**config.mk**
```make
export PLATFORM = sky130hd
export DESIGN_NAME = control_step_sequencer
export DESIGN_NICKNAME = d
export VERILOG_FILES = /design/src/rtl/control_step_sequencer.sv
export SDC_FILE = /design/constraint.sdc
export NUM_CORES = 1
export LEC_CHECK = 0
export ABC_AREA = 1
export CORE_AREA = 2 2 57 59
export DETAILED_ROUTE_END_ITERATION = 10
export DIE_AREA = 0 0 59 61
export GPL_TIMING_DRIVEN = 0
export PLACE_DENSITY = 0.75
export SYNTH_ARGS = -nofsm -noshare
export SYNTH_HDL_FRONTEND = slang
export SYNTH_SLANG_ARGS = --single-unit
```
**constraint.sdc**
```tcl
create_clock -name clock -period 1.2 [get_ports clock]
set_clock_uncertainty 0.15 [all_clocks]
set_input_delay 0.12 -clock clock [delete_from_list [all_inputs] [get_ports clock]]
set_output_delay 0.12 -clock clock [all_outputs]
set_load 0.02 [all_outputs]
```
**src/rtl/control_step_sequencer.sv**
```systemverilog
// Hardwired control unit: Moore FSM stepping each instruction through T0..T7,
// decoding (state, opcode, con_ff) into register-select, bus, ALU, memory and PC controls.
//
// state | meaning
// T0    | fetch: PC to MAR, increment PC
// T1    | fetch: update PC, memory read into MDR (waits on mem_ready)
// T2    | fetch: MDR to IR
// T3-T7 | execute steps, content depends on opcode
// HALT  | all controls idle, run = 0, left only by reset
module control_step_sequencer (
  input  logic        clock,
  input  logic        reset,
  input  logic [31:0] ir,
  input  logic        con_ff,
  input  logic        mem_ready,
  input  logic        stop,
  output logic        gra,
  output logic        grb,
  output logic        grc,
  output logic        rin,
  output logic        rout,
  output logic        baout,
  output logic        pc_out,
  output logic        pc_in,
  output logic        inc_pc,
  output logic        mar_in,
  output logic        mdr_in,
  output logic        mdr_out,
  output logic        ir_in,
  output logic        y_in,
  output logic        z_in,
  output logic        zlow_out,
  output logic        c_out,
  output logic        con_in,
  output logic        read,
  output logic        write,
  output logic [4:0]  alu_op,
  output logic [2:0]  step,
  output logic        run,
  output logic        illegal_op
);

  typedef enum logic [3:0] {
    T0 = 4'd0, T1 = 4'd1, T2 = 4'd2, T3 = 4'd3,
    T4 = 4'd4, T5 = 4'd5, T6 = 4'd6, T7 = 4'd7,
    HALT = 4'd8
  } state_t;

  localparam logic [4:0] OP_LD   = 5'b00000;
  localparam logic [4:0] OP_LDI  = 5'b00001;
  localparam logic [4:0] OP_ST   = 5'b00010;
  localparam logic [4:0] OP_ADD  = 5'b00011;
  localparam logic [4:0] OP_AND  = 5'b00101;
  localparam logic [4:0] OP_OR   = 5'b00110;
  localparam logic [4:0] OP_ROL  = 5'b01010;
  localparam logic [4:0] OP_ADDI = 5'b01011;
  localparam logic [4:0] OP_ANDI = 5'b01100;
  localparam logic [4:0] OP_ORI  = 5'b01101;
  localparam logic [4:0] OP_BRX  = 5'b10010;
  localparam logic [4:0] OP_JR   = 5'b10100;
  localparam logic [4:0] OP_NOP  = 5'b11010;
  localparam logic [4:0] OP_HALT = 5'b11011;

  state_t     state, state_nxt, end_st;
  logic [4:0] opcode;
  logic [4:0] imm_alu;
  logic       is_r, is_imm, is_ld, is_ldi, is_st, is_brx, is_jr, is_nop, is_halt, is_ill;
  logic       ir_unused;

  // Operand fields are turned into register enables by the select/encode logic, not here.
  assign ir_unused = ^ir[26:0];
  assign opcode    = ir[31:27];

  assign is_r    = (opcode >= OP_ADD) && (opcode <= OP_ROL);
  assign is_imm  = (opcode >= OP_ADDI) && (opcode <= OP_ORI);
  assign is_ld   = (opcode == OP_LD);
  assign is_ldi  = (opcode == OP_LDI);
  assign is_st   = (opcode == OP_ST);
  assign is_brx  = (opcode == OP_BRX);
  assign is_jr   = (opcode == OP_JR);
  assign is_nop  = (opcode == OP_NOP);
  assign is_halt = (opcode == OP_HALT);
  assign is_ill  = !(is_r || is_imm || is_ld || is_ldi || is_st || is_brx ||
                     is_jr || is_nop || is_halt);

  always_comb begin
    imm_alu = OP_ADD;
    if (opcode == OP_ANDI) imm_alu = OP_AND;
    else if (opcode == OP_ORI) imm_alu = OP_OR;
  end

  always_ff @(posedge clock) begin
    if (reset) state <= T0;
    else       state <= state_nxt;
  end

  always_comb begin
    end_st    = stop ? HALT : T0;
    state_nxt = state;
    case (state)
      T0:      state_nxt = T1;
      T1:      state_nxt = mem_ready ? T2 : T1;
      T2:      state_nxt = is_halt ? HALT : T3;
      T3:      state_nxt = (is_jr || is_nop || is_ill) ? end_st : T4;
      T4:      state_nxt = T5;
      T5:      state_nxt = (is_ld || is_st || is_brx) ? T6 : end_st;
      T6: begin
        if (is_ld)      state_nxt = mem_ready ? T7 : T6;
        else if (is_st) state_nxt = T7;
        else            state_nxt = end_st;
      end
      T7:      state_nxt = (is_st && !mem_ready) ? T7 : end_st;
      HALT:    state_nxt = HALT;
      default: state_nxt = T0;
    endcase
  end

  // Outputs are gated by reset so read/write drop in the cycle reset is seen.
  always_comb begin
    gra = 1'b0; grb = 1'b0; grc = 1'b0; rin = 1'b0; rout = 1'b0; baout = 1'b0;
    pc_out = 1'b0; pc_in = 1'b0; inc_pc = 1'b0; mar_in = 1'b0; mdr_in = 1'b0;
    mdr_out = 1'b0; ir_in = 1'b0; y_in = 1'b0; z_in = 1'b0; zlow_out = 1'b0;
    c_out = 1'b0; con_in = 1'b0; read = 1'b0; write = 1'b0; alu_op = 5'd0;
    illegal_op = 1'b0;
    step = 3'd0;
    run  = 1'b0;
    if (!reset && state != HALT) begin
      step = state[2:0];
      run  = 1'b1;
      case (state)
        T0: begin pc_out = 1'b1; mar_in = 1'b1; inc_pc = 1'b1; z_in = 1'b1; end
        T1: begin zlow_out = 1'b1; pc_in = 1'b1; read = 1'b1; mdr_in = 1'b1; end
        T2: begin mdr_out = 1'b1; ir_in = 1'b1; end
        T3: begin
          if (is_r || is_imm) begin grb = 1'b1; rout = 1'b1; y_in = 1'b1; end
          else if (is_ldi || is_ld || is_st) begin grb = 1'b1; baout = 1'b1; y_in = 1'b1; end
          else if (is_brx) begin gra = 1'b1; rout = 1'b1; con_in = 1'b1; end
          else if (is_jr) begin gra = 1'b1; rout = 1'b1; pc_in = 1'b1; end
          else if (is_ill) illegal_op = 1'b1;
        end
        T4: begin
          if (is_r) begin grc = 1'b1; rout = 1'b1; z_in = 1'b1; alu_op = opcode; end
          else if (is_imm) begin c_out = 1'b1; z_in = 1'b1; alu_op = imm_alu; end
          else if (is_ldi || is_ld || is_st) begin c_out = 1'b1; z_in = 1'b1; alu_op = OP_ADD; end
          else if (is_brx) begin pc_out = 1'b1; y_in = 1'b1; end
        end
        T5: begin
          if (is_r || is_imm || is_ldi) begin zlow_out = 1'b1; gra = 1'b1; rin = 1'b1; end
          else if (is_ld || is_st) begin zlow_out = 1'b1; mar_in = 1'b1; end
          else if (is_brx) begin c_out = 1'b1; z_in = 1'b1; alu_op = OP_ADD; end
        end
        T6: begin
          if (is_ld) begin read = 1'b1; mdr_in = 1'b1; end
          else if (is_st) begin gra = 1'b1; rout = 1'b1; mdr_in = 1'b1; end
          else if (is_brx && con_ff) begin zlow_out = 1'b1; pc_in = 1'b1; end
        end
        T7: begin
          if (is_ld) begin mdr_out = 1'b1; gra = 1'b1; rin = 1'b1; end
          else if (is_st) write = 1'b1;
        end
        default: ;
      endcase
    end
  end

endmodule

```
# After elaboration in Yosys (flattened, before gate mapping)
# Cells that the tools add are included.
# classes
magnitude_cmp,4
n_eq_ne,17
muxes,102
n_reduce_logical,25
# op_table
cell,n
$mux 1,69
$pmux 4 s9,1
$mux 4,7
$eq 5x5->1 const B,4
$eq 4x3->1 const B,4
$pmux 1 s2,8
$logic_or 1x1->1,15
$mux 5,3
$pmux 1 s3,4
$eq 5x4->1 const B,2
$le 5x4->1 const B,2
$mux 2,5
$pmux 5 s2,1
$mux 3,3
$eq 4x2->1 const B,2
$eq 5x1->1 const B,1
$eq 5x2->1 const B,1
$ge 5x2->1 const B,1
$ge 5x4->1 const B,1
$logic_and 1x1->1,5
$logic_not 5->1,1
$eq 4x1->1 const B,1
$eq 4x4->1 const B,1
$logic_not 4->1,1
3 further kinds,5
# totals
ff_bits,4
inputBits,37

# Logic depth before layout (Yosys ltp)
# Gate-level depths: netlist of the first run.
# logic_depth
ltp_word,17
ltp_mapped,12
ltp_nobuf,11

# Worst setup path after synthesis of the first run
# Ideal clock, no wire load.
# synth_timing
kind,reg-to-output
from,reg state[3]
to,out read
arrival_ns,1.448
t_required_ns,0.930
setup_slack_ns,-0.518
path_stages_with_launch,7
n_path_buf,0
path_cell_list,dfxtp_1 > inv_1 > nand2_1 > nor2_1 > nand2_2 > a21oi_2 > a21boi_1
# synth_via
elab_chain_len,3
word_cells_on_any_way,6
cone_classes,eq/ne: 3; mux: 2; reduce/logical: 1
# synth_rtl
element,line_no,text
start: declaration,64,"state_t state, state_nxt, end_st;"
start signal: assignment,94,else state <= state_nxt;
"$eq 4x3->1, or another cell as far along",130,case (state)
$pmux 1 s2 or $logic_and 1x1->1 (tied branches),"130, 127",
$mux 1 (*),127,if (!reset && state != HALT) begin
end: declaration,35,"output logic read,"
# Every way passes the cells marked *; elsewhere a longest branch is shown, timed or not.

# Worst setup path after layout of the first run
# layout_timing
from,reg state[2]
to,out z_in
# layout_via
elab_chain_len,3
word_cells_on_any_way,7
cone_classes,eq/ne: 3; mux: 2; reduce/logical: 2
# layout_rtl
element,line_no,text
"$eq 4x3->1, or another cell as far along",130,
$pmux 1 s3 or $logic_and 1x1->1 (tied branches),"130, 127",
$mux 1 (*),127,
end: declaration,31,"output logic z_in,"
# Marks and branches as above.

==> results of run 1 <==
[cell families (layout without fill, tap and decap cells)]
group / after synthesis / in the layout / share of synthesized area, %
flip-flops: 4 / 4 / 9.08
AO/OA/AOI/OAI: 26 / 26 / 18.7
other: 1 / 1 / 0.425
buffers and inverters: 35 / 116 / 17.9
AND/OR/NAND/NOR: 102 / 102 / 53.9
[worst max-delay path, cell delays in order, from the launching register on]
cell	delay, ps
dfxtp_4	390
inv_4	50
nand4_1	170
nand2_4	150
buf_12	170
clkbuf_16	160
a21oi_4	120
buf_6	130
[layout make-up]
| class | instances | area (µm²) |
|---|---|---|
| fill | 179 | 711 |
| inverter | 30 | 143 |
| timing repair buffer | 78 | 741 |
| tap | 33 | 41.3 |
| clock buffer | 3 | 22.5 |
| sequential | 4 | 95.1 |
| multi-input combinational | 129 | 1120 |
| buffer | 5 | 75.1 |
[through the flow]
step / hold WS [ps] / cells
global placement: 484 / 237
finish: 360 / 282
floorplan: 31.7 / 168
global route: 387 / 282
CTS: 289 / 274
detailed placement: 498 / 237
[per-layer routing]
metal	vias to the layer above	routed length, µm
met5	-	0
met4	0	213
met3	24	307
met2	99	2520
met1	754	2030
li1	718	-
[timing repair]
| action | 4_1_cts | 5_1_grt |
|---|---|---|
| buffers inserted | 33 | 8 |
| resized for setup | 228 | 29 |
| pin swaps | 33 | 14 |
| cloned | 1 | 0 |
| setup endpoints to repair | 33 | 33 |
[power by group through the flow]
| stage | Combinational, mW | Clock, mW | Sequential, mW |
|---|---|---|---|
| floorplan | 0.367 | 0 | 0.159 |
| global route | 0.817 | 0.190 | 0.163 |
| detailed placement | 0.528 | 0 | 0.161 |
| finish | 0.779 | 0.174 | 0.162 |
| global placement | 0.530 | 0 | 0.162 |
| CTS | 0.680 | 0.169 | 0.159 |
[placed cells by master, fill, tap and decap left out, types with 2 or more instances in the layout]
cell type / netlist / routed
nand4_1: 6 / 6
buf_12: 0 / 3
clkbuf_4: 0 / 3
nand3_2: 1 / 6
nand2_4: 1 / 8
nand3_4: 0 / 4
nor2_1: 31 / 10
nor3_2: 1 / 3
nor2_4: 1 / 22
buf_6: 3 / 30
buf_4: 1 / 41
a21oi_4: 0 / 6
inv_4: 0 / 6
inv_2: 6 / 12
buf_2: 0 / 2
o21ai_2: 1 / 4
nor2_2: 4 / 4
nand2_2: 4 / 10
inv_1: 24 / 9
nand3_1: 20 / 11
dfxtp_4: 0 / 4
inv_6: 0 / 3
clkdlybuf4s50_1: 0 / 4
nand2_1: 29 / 15
o211ai_1: 3 / 3
o21ai_1: 6 / 3
clkbuf_16: 0 / 2
[worst min-delay path by stage]
stage / startpoint / to / slack, ps / depth (start not counted)
3_5_place_dp: state[1]$_SDFF_PP0_ / state[3]$_SDFF_PP0_ / 500 / 4
6_report: ir[30] / state[0]$_SDFF_PP0_ / 360 / 7
2_1_floorplan: reset / state[1]$_SDFF_PP0_ / 30 / 1
4_1_cts: ir[30] / state[3]$_SDFF_PP0_ / 290 / 7
5_1_grt: ir[30] / state[0]$_SDFF_PP0_ / 390 / 7
3_3_place_gp: state[1]$_SDFF_PP0_ / state[3]$_SDFF_PP0_ / 480 / 4
==> reports/metrics.yaml, run 1 <==
antenna_left: 0
wirelength_um: 5070
grt_util_met1_pct: 32.4
syn_avg_cell_area_um2: 5.25
synth.most_common_cell: "nor2_1"
final_max_slew_viol_count: 0
hpwl_um: 2420
synth_edf_count: 0
top_usage_layer: "met2"
intPower_uw: 588
gr-total-overflow: 0
worst_r2r_path_depth: 11
cp-endpoint: "z_in"
grt_pass1_vias: 1500
final_util_pct: 75.9
synth_top_area_share_pct: 13.2
clockRootBuffer: "clkbuf_4"
die_w_um: 59
dr.pass1.iters: 4
netSwitchingPower_uw: 527
vias: 1595
ys.flop_type: "dfxtp_1"
layout.nets: 288
synth_cell_types: 29
layout-drive-gt1-share_pct: 72.7
num_io_pins: 67
r2r_start: "state[3]$_SDFF_PP0_"
crit_path_start_kind: "flop"
pre_cts_ws_ps: -1480
num_rows: 20
cp_max_fo: 6
reg2reg_slack_ps: -380
reg2reg_to: "state[3]$_SDFF_PP0_"
top_regs: "state (4)"
drv_cap: 0
cts_buffer_depth: 2
clock_power_share_pct: 15.6
period_minus_slack_ps: 1850
postCtsHoldBufs: 0
cts.clk_slew.worst_paths_ps: 30
die_y_um: 61
gp_congestion: 0.903
core_area_mm2: 0.00295
clkSinkCount: 4
regMostFlops: "state"
routed_via_density: 5.66
path_class: "reg -> out"
grt_pass1_wl_um: 7390
p_sw_share_pct: 47.3
initial_utilization_pct: 29.9
cts_tree: "done"
syn-num-nets: 205
seq_area_frac_synth_pct: 9.08
synth_commonest_cells: "nor2_1 (31), nand2_1 (29), inv_1 (24)"
fin_ws_ps: -647
p_per_area_mw_per_mm2: 497
setup_tns_ps: -17710
routedWlPerCell_um: 18.0
setup_viol: 33
use_met2_pct: 49.2
drtIter0Drc: 65
dieArea_mm2: 0.00360
cts_buffers: 3
required_ps: 930
synth_top_cell_by_area: "nor2_1"
comb_power_share_pct: 69.9
fin_area_mm2: 0.00224
grt_max_degree: 11
drc_errors: 0
antenna_found_initial: 0
hp-class: "in -> reg"
power_leakage_nw: 0.940
fmax_mhz: 541
largest_register_ffs: 4
synth.cell_area_um2: 882
synth-seq-cells: 4
cp.arrival_ps: 1580
hold_viol_final: 0
end_kind: "primary output"
cts_max_level: 1
placed_cell_area_mm2: 0.00160
async_reset_ff_share_pct: 0
clk_latency_ps: 240
max-vdd-ir-drop_v: 0.000350
antenna_cells: 0
pwr-share-seq_pct: 14.6
violations: "negative setup slack"
grt_use_total_pct: 27.0
status: "finished, violations left"
setup.worst_path.start: "state[2]$_SDFF_PP0_"
port_buffers: 36
power_mw: 1.12
synth.top_cells.by_area: "nor2_1 (13%), nand2_1 (12%), nand3_1 (11%)"
met3_usage_pct: 3.84
syn_inst: 168
area.growth.synth_to_final_pct: 154
rsz0062_at_grt: "yes"
yosys_warnings: 0
finalCritPeriodShare_pct: 154
(Power assumes the default switching activity.)
==> run 2, diff against run 1 <==
- ABC_AREA: 1 -> 0
- CORE_AREA: 2 2 57 59 -> 2 2 58 60
- DIE_AREA: 0 0 59 61 -> 0 0 60 62
- GPL_TIMING_DRIVEN: 0 -> not set
- PLACE_DENSITY: 0.75 -> 0.74
==> reports/metrics.yaml, run 2 <==
ys.flop_type: "dfxtp_1"  # unchanged
drv_cap: 0  # unchanged
synth_cell_types: 44  # was 29
synth-seq-cells: 4  # unchanged
gp_congestion: 0.892  # was 0.903
grt_pass1_wl_um: 8840  # was 7390 µm
syn_avg_cell_area_um2: 5.87  # was 5.25 µm²
antenna_cells: 0  # unchanged
routed_via_density: 6.08  # was 5.66
fin_ws_ps: -744  # was -647 ps
initial_utilization_pct: 29.2  # was 29.9%
status: "finished, violations left"  # unchanged
grt_pass1_vias: 1771  # was 1,500
worst_r2r_path_depth: 8  # was 11
routedWlPerCell_um: 22.0  # was 18.0 µm
setup_viol: 33  # unchanged
synth_commonest_cells: "nor2_1 (25), a21oi_1 (13), clkbuf_1 (11), o21ai_0 (11), nand2_1 (10)"  # was nor2_1 (31), nand2_1 (29), inv_1 (24)
synth_edf_count: 0  # unchanged
cts_max_level: 1  # unchanged
synth.top_cells.by_area: "nor2_1 (10%), dfxtp_1 (8.6%), a21oi_1 (7.0%)"  # was nor2_1 (13%), nand2_1 (12%), nand3_1 (11%)
die_w_um: 60  # was 59 µm
clockRootBuffer: "clkbuf_4"  # unchanged
grt_max_degree: 9  # was 11
period_minus_slack_ps: 1940  # was 1850 ps
yosys_warnings: 0  # unchanged
seq_area_frac_synth_pct: 8.64  # was 9.08%
violations: "negative setup slack"  # unchanged
final_max_slew_viol_count: 0  # unchanged
max_stage_delay_ps: 350  # was 390 ps
p_per_area_mw_per_mm2: 480  # was 497 mW/mm²
rsz0062_at_grt: "yes"  # unchanged
hp-class: "in -> reg"  # unchanged
final_cell_mix: "buf_4 (57), buf_6 (54), nor2_4 (14)"  # was buf_4 (41), buf_6 (30), nor2_4 (22)
cp-endpoint: "rout"  # was z_in
power_mw: 1.25  # was 1.12 mW
r2r_start: "state[1]$_SDFF_PP0_"  # was state[3]$_SDFF_PP0_
antenna_found_initial: 0  # unchanged
wirelength_um: 6920  # was 5070 µm
placed_cell_area_mm2: 0.00193  # was 0.00160 mm²
dr.pass1.iters: 5  # was 4
num_io_pins: 67  # unchanged
largest_register_ffs: 4  # unchanged
hpwl_um: 3260  # was 2420 µm
drtIter0Drc: 143  # was 65
synth_top_area_share_pct: 10.1  # was 13.2%
core_area_mm2: 0.00318  # was 0.00295 mm²
path_cells: "or2_4 -> nor3_4 -> and2_4 -> o21ai_4 -> a21oi_4 -> buf_6"  # was inv_4 -> nand4_1 -> nand2_4 -> buf_12 -> clkbuf_16 -> a21oi_4 -> buf_6
port_buffers: 38  # was 36
syn_inst: 158  # was 168
cts.clk_slew.worst_paths_ps: 40  # was 30 ps
synth_top_cell_by_area: "nor2_1"  # unchanged
cts_buffers: 3  # unchanged
final_common_cell: "buf_4"  # unchanged
synth.most_common_cell: "nor2_1"  # unchanged
finalCritPeriodShare_pct: 162  # was 154%
postCtsHoldBufs: 0  # unchanged
crit_path_start_kind: "flop"  # unchanged
async_reset_ff_share_pct: 0  # unchanged
hold_depth: 4  # was 7
final_util_pct: 82.0  # was 75.9%
regMostFlops: "state"  # unchanged
die_y_um: 62  # was 61 µm
cts_buffer_depth: 2  # unchanged
cts_tree: "done"  # unchanged
setup.worst_path.start: "state[1]$_SDFF_PP0_"  # was state[2]$_SDFF_PP0_
synth.cell_area_um2: 927  # was 882 µm²
layout-drive-gt1-share_pct: 74.6  # was 72.7%
required_ps: 930  # about the same
clk_latency_ps: 250  # was 240 ps
path_class: "reg -> out"  # unchanged
reg2reg_slack_ps: -690  # was -380 ps
power_leakage_nw: 1.09  # was 0.940 nW
dieArea_mm2: 0.00372  # was 0.00360 mm²
end_kind: "primary output"  # unchanged
grt_use_total_pct: 32.4  # was 27.0%
num_rows: 21  # was 20
fin_area_mm2: 0.00261  # was 0.00224 mm²
antenna_left: 0  # unchanged
syn-num-nets: 195  # was 205
reg2reg_to: "state[3]$_SDFF_PP0_"  # unchanged
layout.nets: 307  # was 288
clkSinkCount: 4  # unchanged
max-vdd-ir-drop_v: 0.000194  # was 0.000350 V
gr-total-overflow: 0  # unchanged
top_regs: "state (4)"  # unchanged
drc_errors: 0  # unchanged
cp_max_fo: 5  # was 6
cp_slowest_cell: "dfxtp_4"  # unchanged
hold_viol_final: 0  # unchanged
cp.arrival_ps: 1670  # was 1580 ps
vias: 1908  # was 1,595
fmax_mhz: 514  # was 541 MHz
area.growth.synth_to_final_pct: 181  # was 154%
## run 2: cell types whose count changed in the layout (fill, tap and decap cells not counted), sizes merged, moves of 10 or more
cell,change
nand2,-24
nand3,-16
buf,+41
inv,-25
nor2,-10
## run 2: metal layers
metal / up-vias / track usage (%) / wire [µm]
li1: 798 / - / -
met4: 0 / 26.7 / 492
met3: 61 / 7.04 / 666
met2: 157 / 52.8 / 3400
met5: - / 0 / 0
met1: 892 / 36.4 / 2360
## run 2: timing repair
item / in CTS / in global routing
pin swaps: 38 / 18
setup endpoints to repair: 33 / 33
gates resized for setup: 268 / 41
cloned: 1 / 0
buffers inserted: 19 / 6
## run 2: worst min-delay path by stage
stage | startpoint | to
floorplan | stop | state[3]$_SDFF_PP0_
CTS | mem_ready | state[1]$_SDFF_PP0_
global placement | state[2]$_SDFF_PP0_ | state[3]$_SDFF_PP0_
global route | mem_ready | state[1]$_SDFF_PP0_
finish | mem_ready | state[1]$_SDFF_PP0_
detailed placement | state[2]$_SDFF_PP0_ | state[3]$_SDFF_PP0_
## run 2: critical path: cells and delay by family (launching register included)
family | cells | cell delay, ps
simple gates | 3 | 720
compound gates | 2 | 220
flops | 1 | 350
buf+inv | 1 | 130
## run 2: final cells by class
cell class | instances | area [µm²]
clock buffers | 3 | 22.5
fillers | 180 | 572
inverters | 5 | 26.3
multi-input cells | 134 | 1250
flip-flops and latches | 4 | 92.6
well taps | 46 | 57.6
repair buffers | 122 | 1150
## run 2: metrics by stage
step	worst slack, ps	hold WS [ps]	setup TNS [ps]	instances
final	-744	288	-19690	314
after global routing	-768	332	-20360	314
after CTS	-668	226	-17210	310
after detailed placement	-1400	556	-36760	288
after global placement	-1380	549	-36220	288
after floorplan	-503	117	-10380	158
## run 2: logic make-up (layout without fill, tap and decap cells)
group | Yosys count | in the layout | synth area share (%)
other | 1 | 1 | 0.404
adder cells (fa/ha/maj) | 1 | 1 | 1.08
XOR/XNOR | 3 | 3 | 2.83
AND/OR/NAND/NOR | 81 | 81 | 45.6
flip-flops | 4 | 4 | 8.64
buffers and inverters | 20 | 130 | 8.77
AO/OA/AOI/OAI | 47 | 47 | 31.6
multiplexers | 1 | 1 | 1.08
## run 2: power by group
part	total [mW]	internal, mW	switching, mW
Sequential	0.154	0.141	0.0132
Clock	0.187	0.113	0.0735
Combinational	0.910	0.436	0.474
==> run 3, diff against run 2 <==
- CORE_AREA: 2 2 58 60 -> 10 10 66 68
- DIE_AREA: 0 0 60 62 -> 0 0 76 78
- GPL_TIMING_DRIVEN: not set -> 0
==> reports/metrics.yaml, run 3 (synthesis results as in run 2) <==
layout-drive-gt1-share_pct: 68.6  # was 74.6%
die_y_um: 78  # was 62 µm
hpwl_um: 3050  # was 3260 µm
final_max_slew_viol_count: 0  # unchanged
dr.pass1.iters: 5  # unchanged
grt_pass1_vias: 1585  # was 1,771
reg2reg_to: "state[3]$_SDFF_PP0_"  # unchanged
cp.depth: 8  # was 6
worst-path-buf-inv: 3  # was 1
top_regs: "state (4)"  # unchanged
fin_area_mm2: 0.00238  # was 0.00261 mm²
die_w_um: 76  # was 60 µm
gp_congestion: 0.943  # was 0.892
hold_depth: 3  # was 4
clockRootBuffer: "clkbuf_4"  # unchanged
power_leakage_nw: 0.947  # was 1.09 nW
final_cell_mix: "buf_6 (42), buf_4 (33), nor2_1 (12)"  # was buf_4 (57), buf_6 (54), nor2_4 (14)
drv_cap: 0  # unchanged
hp-class: "in -> reg"  # unchanged
dieArea_mm2: 0.00593  # was 0.00372 mm²
min_from: "mem_ready"  # unchanged
vias: 1690  # was 1,908
max_stage_delay_ps: 340  # was 350 ps
pre_cts_ws_ps: -1680  # was -1400 ps
status: "finished, violations left"  # unchanged
path_cells: "buf_6 -> buf_6 -> nand2b_4 -> nor3_4 -> a31oi_4 -> o21a_4 -> a21oi_4 -> buf_6"  # was or2_4 -> nor3_4 -> and2_4 -> o21ai_4 -> a21oi_4 -> buf_6
reg2reg_slack_ps: -600  # was -690 ps
clkSinkCount: 4  # unchanged
antenna_cells: 0  # unchanged
setup_viol: 33  # unchanged
fmax_mhz: 486  # was 514 MHz
finalCritPeriodShare_pct: 171  # was 162%
hold_viol_final: 0  # unchanged
max-vdd-ir-drop_v: 0.000186  # was 0.000194 V
clk_latency_ps: 250  # about the same
grt_use_total_pct: 15.9  # was 32.4%
cts_tree: "done"  # unchanged
cp.arrival_ps: 1790  # was 1670 ps
setup_tns_ps: -20480  # was -19,690 ps
antenna_left: 0  # unchanged
comb_power_share_pct: 71.7  # was 72.8%
intPower_uw: 665  # was 690 µW
cp_slowest_cell: "dfxtp_2"  # was dfxtp_4
gr-total-overflow: 0  # unchanged
period_minus_slack_ps: 2060  # was 1940 ps
routedWlPerCell_um: 20.6  # was 22.0 µm
largest_register_ffs: 4  # unchanged
grt_pass1_wl_um: 7960  # was 8840 µm
cp_max_fo: 4  # was 5
p_sw_share_pct: 44.1  # was 44.8%
setup.worst_path.start: "state[1]$_SDFF_PP0_"  # unchanged
grt_max_degree: 11  # was 9
clock_power_share_pct: 15.4  # was 14.9%
cts_max_level: 1  # unchanged
num_io_pins: 67  # unchanged
area.growth.synth_to_final_pct: 157  # was 181%
holdPathEnd: "state[1]$_SDFF_PP0_"  # unchanged
path_class: "reg -> out"  # unchanged
drc_errors: 0  # unchanged
initial_utilization_pct: 29.2  # unchanged
postCtsHoldBufs: 0  # unchanged
violations: "negative setup slack"  # unchanged
r2r_start: "state[0]$_SDFF_PP0_"  # was state[1]$_SDFF_PP0_
core_area_mm2: 0.00318  # unchanged
fin_ws_ps: -858  # was -744 ps
port_buffers: 38  # unchanged
placed_cell_area_mm2: 0.00161  # was 0.00193 mm²
cp_top_family: "compound AO/OA/AOI/OAI gates"  # was simple AND/OR/NAND/NOR gates
end_kind: "primary output"  # unchanged
rsz0062_at_grt: "yes"  # unchanged
antenna_found_initial: 0  # unchanged
wirelength_um: 5870  # was 6920 µm
required_ps: 930  # about the same
cts_buffer_depth: 2  # unchanged
cpMostUsedCell: "buf_6"
final_util_pct: 74.9  # was 82.0%
routed_via_density: 5.93  # was 6.08
num_rows: 21  # unchanged
cts_buffers: 3  # unchanged
regMostFlops: "state"  # unchanged
layout.nets: 278  # was 307
pwr-share-seq_pct: 12.9  # was 12.3%
crit_path_start_kind: "flop"  # unchanged
final_common_cell: "buf_6"  # was buf_4
netSwitchingPower_uw: 524  # was 561 µW
worst_r2r_path_depth: 7  # was 8
cts.clk_slew.worst_paths_ps: 40  # about the same
drtIter0Drc: 174  # was 143
p_per_area_mw_per_mm2: 499  # was 480 mW/mm²
## run 3: cell count changes in the layout (fill, tap and decap cells not counted), moves of 3 or more
cell      delta
and3_2       +3
and3_4       -3
buf_4       -24
buf_6       -12
nor2_4       -4
o21ai_1      -3
buf_8        +3
nor2_1       +3
clkbuf_8     +3
## run 3: repair_timing
item	CTS	global route
buffers inserted	31	13
endpoints found under the setup margin	33	33
cloned	1	0
resized for setup	256	45
pin swaps	26	19
## run 3: worst reg2reg max path, cell delays in order, from the launching register on
cell	delay [ps]
dfxtp_4	350
or2_4	300
nor2_4	120
buf_4	110
buf_4	90
o21bai_1	140
or3_1	400
nand3_1	80
## run 3: metrics by stage
step	std cells	hold slack (ps)	total power [mW]
final	285	303	1.19
after floorplan	158	117	0.489
after CTS	276	180	1.04
after global routing	285	291	1.24
after global placement	242	544	0.663
after detailed placement	242	543	0.665
## run 3: power by group through the flow
| stage | sequential [mW] | combinational (mW) | clock [mW] |
|---|---|---|---|
| 6_report | 0.153 | 0.853 | 0.183 |
| 5_1_grt | 0.155 | 0.888 | 0.202 |
| 4_1_cts | 0.153 | 0.702 | 0.181 |
| 3_5_place_dp | 0.153 | 0.512 | 0 |
| 3_3_place_gp | 0.153 | 0.510 | 0 |
| 2_1_floorplan | 0.151 | 0.338 | 0 |
## run 3: final cells by class
class                   instances  area, µm²
multi-input cells             134       1250
fillers                       213        797
repair buffers                 81        795
plain buffers                  12        146
flip-flops and latches          4       87.6
well taps                      46       57.6
inverters                       5       26.3
clock buffers                   3       22.5
## run 3: how the worst max path moves through the flow
stage,slack [ps],end
6_report,-860,gra
5_1_grt,-920,gra
3_5_place_dp,-1680,rout
2_1_floorplan,-500,gra
4_1_cts,-760,rout
3_3_place_gp,-1670,rout
## run 3: layer usage
metal | vias up | track usage, % | wire [µm] | share of wire (%)
met5 | - | 0 | 0 | 0
met4 | 0 | 5.68 | 220 | 3.7
met3 | 34 | 4.38 | 534 | 9.1
met2 | 132 | 28.1 | 2910 | 50
met1 | 785 | 17.8 | 2200 | 38
li1 | 739 | - | - | -
